**src/rtl/counter_pkg.sv**
```systemverilog
// Shared types and defaults for the multi-mode counter and its tally sub-blocks.
// Latency: n/a (types and constants only).
// Backpressure: n/a.
//
// mode_e : step selection carried on control_value
// who_e  : encoding of the WHO output (which tally ended the game)
package counter_pkg;

    localparam int CNT_WIDTH_DEF  = 4;
    localparam int GAME_LIMIT_DEF = 15;

    typedef enum logic [1:0] {
        UP1 = 2'b00,
        UP2 = 2'b01,
        DN1 = 2'b10,
        DN2 = 2'b11
    } mode_e;

    typedef enum logic [1:0] {
        NONE   = 2'b00,
        LOSER  = 2'b01,
        WINNER = 2'b10
    } who_e;

endpackage

```
**src/rtl/counter_tally.sv**
```systemverilog
// Event tally for the game layer; flags the event that brings the tally to GAME_LIMIT.
// Latency: tally updates on the edge after i_event; o_done is combinational on that same event.
// Backpressure: none; i_hold freezes the tally and masks o_done.
//
// Ports:
//   clk, reset : rising-edge clock, synchronous active-high reset
//   i_hold     : freeze the tally (game already over)
//   i_event    : flag value being registered this cycle
//   o_done     : high when this edge's event is the GAME_LIMIT-th one
module counter_tally #(
    parameter int WIDTH      = counter_pkg::CNT_WIDTH_DEF,
    parameter int GAME_LIMIT = counter_pkg::GAME_LIMIT_DEF
) (
    input  logic clk,
    input  logic reset,
    input  logic i_hold,
    input  logic i_event,
    output logic o_done
);

    logic [WIDTH-1:0] r_cnt;
    logic             w_bump;

    assign w_bump = i_event && !i_hold;

    always_ff @(posedge clk) begin
        if (reset) begin
            r_cnt <= '0;
        end else if (w_bump) begin
            r_cnt <= r_cnt + WIDTH'(1);
        end
    end

    // Flag the finishing event before it is registered so the game-over
    // state lands on the same edge as the last WINNER/LOSER flag.
    assign o_done = w_bump && (r_cnt == WIDTH'(GAME_LIMIT - 1));

endmodule

```
**src/rtl/multi_mode_counter.sv**
```systemverilog
// Up/down counter (+1/+2/-1/-2) with parallel load and a win/lose game layer.
// Latency: 1 cycle from edge to count and WINNER/LOSER/GAMEOVER/WHO.
// Backpressure: none; GAMEOVER freezes the counter until reset.
//
// Optional feature macro: COUNTER_GAMEOVER_EN (tallies + game-over freeze).
// Without it GAMEOVER/WHO are tied to 0 and the counter never freezes.
//
// Ports:
//   clk, reset    : rising-edge clock, synchronous active-high reset
//   control_value : step mode (00 +1, 01 +2, 10 -1, 11 -2)
//   INIT          : load count_input this cycle (overrides stepping)
//   count_input   : load value
//   count         : registered count
//   WINNER/LOSER  : registered, high while count is all ones / all zeros
//   GAMEOVER      : sticky until reset
//   WHO           : 00 none, 01 loser tally finished, 10 winner tally finished
module multi_mode_counter #(
    parameter int WIDTH      = counter_pkg::CNT_WIDTH_DEF,
    parameter int GAME_LIMIT = counter_pkg::GAME_LIMIT_DEF
) (
    input  logic             clk,
    input  logic             reset,
    input  logic [1:0]       control_value,
    input  logic             INIT,
    input  logic [WIDTH-1:0] count_input,
    output logic [WIDTH-1:0] count,
    output logic             WINNER,
    output logic             LOSER,
    output logic             GAMEOVER,
    output logic [1:0]       WHO
);

    import counter_pkg::*;

    logic [WIDTH-1:0] r_count;
    logic             r_winner;
    logic             r_loser;

    logic [WIDTH-1:0] w_step;
    logic [WIDTH-1:0] w_next;
    logic             w_win_nxt;
    logic             w_lose_nxt;
    logic             w_frozen;

    // Negative steps are added as their two's-complement so the wrap is free.
    always_comb begin
        w_step = '0;
        case (mode_e'(control_value))
            UP1: w_step = WIDTH'(1);
            UP2: w_step = WIDTH'(2);
            DN1: w_step = '1;
            DN2: w_step = ~WIDTH'(1);
            default: w_step = '0;
        endcase
        w_next = INIT ? count_input : (r_count + w_step);
    end

    // Flags derive from the value being written, not the current count,
    // so they line up with count in the same cycle.
    assign w_win_nxt  = &w_next;
    assign w_lose_nxt = ~|w_next;

    always_ff @(posedge clk) begin
        if (reset) begin
            r_count  <= '0;
            r_winner <= 1'b0;
            r_loser  <= 1'b0;
        end else if (w_frozen) begin
            r_winner <= 1'b0;
            r_loser  <= 1'b0;
        end else begin
            r_count  <= w_next;
            r_winner <= w_win_nxt;
            r_loser  <= w_lose_nxt;
        end
    end

    assign count  = r_count;
    assign WINNER = r_winner;
    assign LOSER  = r_loser;

`ifdef COUNTER_GAMEOVER_EN
    logic r_gameover;
    who_e r_who;
    logic w_win_done;
    logic w_lose_done;

    counter_tally #(
        .WIDTH      (WIDTH),
        .GAME_LIMIT (GAME_LIMIT)
    ) u_win_tally (
        .clk     (clk),
        .reset   (reset),
        .i_hold  (r_gameover),
        .i_event (w_win_nxt),
        .o_done  (w_win_done)
    );

    counter_tally #(
        .WIDTH      (WIDTH),
        .GAME_LIMIT (GAME_LIMIT)
    ) u_lose_tally (
        .clk     (clk),
        .reset   (reset),
        .i_hold  (r_gameover),
        .i_event (w_lose_nxt),
        .o_done  (w_lose_done)
    );

    // The flags are mutually exclusive, so at most one done fires per edge.
    always_ff @(posedge clk) begin
        if (reset) begin
            r_gameover <= 1'b0;
            r_who      <= counter_pkg::NONE;
        end else if (!r_gameover) begin
            if (w_win_done) begin
                r_gameover <= 1'b1;
                r_who      <= counter_pkg::WINNER;
            end else if (w_lose_done) begin
                r_gameover <= 1'b1;
                r_who      <= counter_pkg::LOSER;
            end
        end
    end

    assign w_frozen = r_gameover;
    assign GAMEOVER = r_gameover;
    assign WHO      = r_who;
`else
    logic w_unused_limit;

    assign w_unused_limit = (GAME_LIMIT == 0);
    assign w_frozen       = 1'b0;
    assign GAMEOVER       = 1'b0;
    assign WHO            = 2'b00;
`endif

endmodule

```
**config.mk**
```make
export PLATFORM = sky130hd
export DESIGN_NAME = multi_mode_counter
export DESIGN_NICKNAME = d
export VERILOG_FILES = /design/src/rtl/counter_pkg.sv /design/src/rtl/counter_tally.sv /design/src/rtl/multi_mode_counter.sv
export SDC_FILE = /design/constraint.sdc
export NUM_CORES = 1
export LEC_CHECK = 0
export CAP_MARGIN = 20
export CORE_AREA = 8 8 45 47
export DETAILED_ROUTE_END_ITERATION = 12
export DIE_AREA = 0 0 53 55
export DONT_BUFFER_PORTS = 1
export GPL_TIMING_DRIVEN = 0
export PLACE_DENSITY = 0.53
export SLEW_MARGIN = 20
export SYNTH_ARGS = -nofsm -noshare
export SYNTH_HDL_FRONTEND = slang
export SYNTH_SLANG_ARGS = --single-unit
```
**constraint.sdc**
```tcl
create_clock -name clk -period 3.02 [get_ports clk]
set_clock_uncertainty 0.15 [all_clocks]
set_input_delay 0.302 -clock clk [delete_from_list [all_inputs] [get_ports clk]]
set_output_delay 0.302 -clock clk [all_outputs]
set_load 0.03 [all_outputs]
```
==> run summary <==
PnR worst setup slack -> 1.02 ns
Reg-to-reg endpoint -> LOSER
Vias post-DR -> 294
Switching power share of the total -> 34.0%
Pin count of the biggest net entering global routing -> 11
Worst-path maximum fanout -> 3
CP cell instances -> ha_1 -> fa_1 -> xnor2_1 -> nor2_1 -> a21oi_1 -> and3_2
CTS sink count -> 6
Design area -> 464 um2
Synthesized instance count -> 42
Total track usage -> 6.40%
Final setup violation count -> 0
Power Density -> 519 nW/um2
Initial Utilization -> 29.2%
Busiest grt layer -> met4
Die Wd -> 53 um
Tcrit/Tclk final -> 66.3%
Internal reg-to-reg setup slack -> 1.02 ns
Synth warn -> 0
Final TNS setup -> 0 ns
Clock Power Share -> 31.8%
Routed Wire Length -> 843 um
Cts repair resizes -> 0
Gr ovfl total -> 0
Met1 Use GR -> 5.33%
ANT cells -> 0
HPWL Detailed -> 703 um
Hold path start -> count_input[0]
Most frequent cells in the layout -> 7 x nor2_1, 6 x dfxtp_1
Most common cell after layout, fill and taps aside -> nor2_1
Worst path bufs/invs -> 0
Via-to-Cell Ratio -> 4.59
Final Hold Viols -> 0
Int Pwr -> 159 uW
Io pins -> 18
Cts hold-fix bufs -> 1
# rows -> 14
Post-synth cell types -> 23
Placeable core area -> 1380 um2
TritonCTS clock tree -> built
First-pass DRT Iterations -> 3
Routed len/inst -> 13.2 um
Vias in the first global route -> 267
Crit-path leading delay family -> adder cells
Worst Hold Endpoint -> count[0]
Max-Cap Viols -> 0
Register area -> 120 um2
Antenna violations before repair -> 0
Status -> finished clean
Place WS -> 0.768 ns
Input/output buffers -> 0
Slowest Stage Delay on Critical Path -> 0.41 ns
RSZ-0062 raised after global routing -> false
Die Ht -> 55 um
CP arrival -> 2.05 ns
CP required -> 3.06 ns
Hold Path Stages -> 2
Worst Hold Class -> in2reg
Worst setup SP type -> flop
Full die area -> 2920 um2
Nets@finish -> 63
Tmin final -> 2.00 ns
Seq pwr share -> 43.3%
Clock Path Buffers -> 2
Met3 usage -> 1.60%
CTS Buf Count -> 3
Final Slew Violations -> 0
Max frequency -> 499 MHz
Path type of the worst setup path -> reg2reg
Clk slew on worst S/H paths -> 0.05 ns
Crit-path slowest cell -> dfxtp_1
H-tree depth -> 1
Dpl cell area -> 432 um2
Syn_area_per_cell -> 9.62 um2
Worst-skew pair later-pin latency -> 0.25 ns
Clk root buf -> clkbuf_4
Peak VDD IR -> 0.205 mV
Area of the multi-input gates -> 244 um2
Mapped Area -> 404 um2
DRT iter0 DRCs -> 1
Switching power -> 81.8 uW
Seq cells post-synth -> 6
Worst r2r src -> count[0]
Final GP Congestion -> 0.732
First-pass GRT wire length -> 1190 um
Pleak -> 0.200 nW
Setup Fix Bufs, Post-CTS -> 0
Area Overhead vs Synth -> 14.9%
Comb power frac -> 24.9%
M2 GR Usage -> 9.57%
CP Capture Type -> flop
Layout cells sized above 1 -> 22.9%
Drt drc -> 0
Seq/Total Area, Yosys -> 29.7%
Reg2Reg Depth -> 6
Post-route antenna net violation count -> 0
Filler cells -> 164
area by class of cell:
class	instances	share of cell area (%)
Clock buffer	3	4.85
Sequential cell	6	25.9
Multi-Input combinational cell	32	52.6
Tap cell	16	4.31
Buffer	5	9.43
Inverter	1	0.809
Timing Repair Buffer	1	2.16
through the flow:
stage | std cells | hold slack (ns) | total power, mW | utilization, %
5_1_grt | 64 | 0.0687 | 0.253 | 33.5
3_3_place_gp | 60 | 0.226 | 0.164 | 31.2
2_1_floorplan | 44 | 0.224 | 0.155 | -
6_report | 64 | 0.0617 | 0.241 | 33.5
3_5_place_dp | 60 | 0.227 | 0.164 | 31.2
4_1_cts | 64 | 0.0542 | 0.245 | 33.5
logic make-up after synthesis:
family,after synthesis,synth area share [%]
AOI/OAI and AO/OA,5,12.7
xor gates and xnor gates,2,4.34
adders and majority gates,4,14.2
buffers and inverters,6,11.8
DFF,6,29.7
muxes,2,4.95
other,1,0.928
and+or+nand+nor,16,21.4
flip-flops by register name, summed over array words and instances (netlist names):
| signal | flops |
|---|---|
| WINNER | 1 |
| LOSER | 1 |
| count | 4 |
worst max-delay path by stage:
stage	start	endpoint	cells past startpoint
6_report	count[0]	LOSER	6
5_1_grt	count[0]	LOSER	6
4_1_cts	count[0]	LOSER	6
3_5_place_dp	control_value[1]	WINNER	6
3_3_place_gp	control_value[1]	WINNER	6
2_1_floorplan	control_value[1]	WINNER	6
synthesized netlist by cell type, drive strengths merged:
cell type	number	area, um2
dfxtp	6	120
nor3	1	5.00
nor2	7	26.3
a21oi	3	15.0
nand4b	1	8.76
or2	1	6.26
xor2	1	8.76
ha	3	37.5
mux2i	2	20.0
conb	1	3.75
dlygate4sd3	1	10.0
a211o	1	8.76
xnor2	1	8.76
inv	1	3.75
fa	1	20.0
nand3	2	10.0
and3	2	18.8
buf	4	33.8
nand3b	1	7.51
a2111oi	1	27.5
nand2	1	3.75
power groups by stage:
stage | clock, mW | sequential, mW | combinational (mW)
after floorplan | 0 | 0.104 | 0.0510
after global placement | 0 | 0.106 | 0.0579
after detailed placement | 0 | 0.106 | 0.0577
after CTS | 0.0797 | 0.105 | 0.0605
after global routing | 0.0823 | 0.105 | 0.0658
final | 0.0765 | 0.104 | 0.0600
layer usage:
layer	routed length, um	vias up
met2	433	10
met4	55	0
met5	0	-
met1	289	130
li1	-	149
met3	64	5
(Power assumes the default switching activity.)
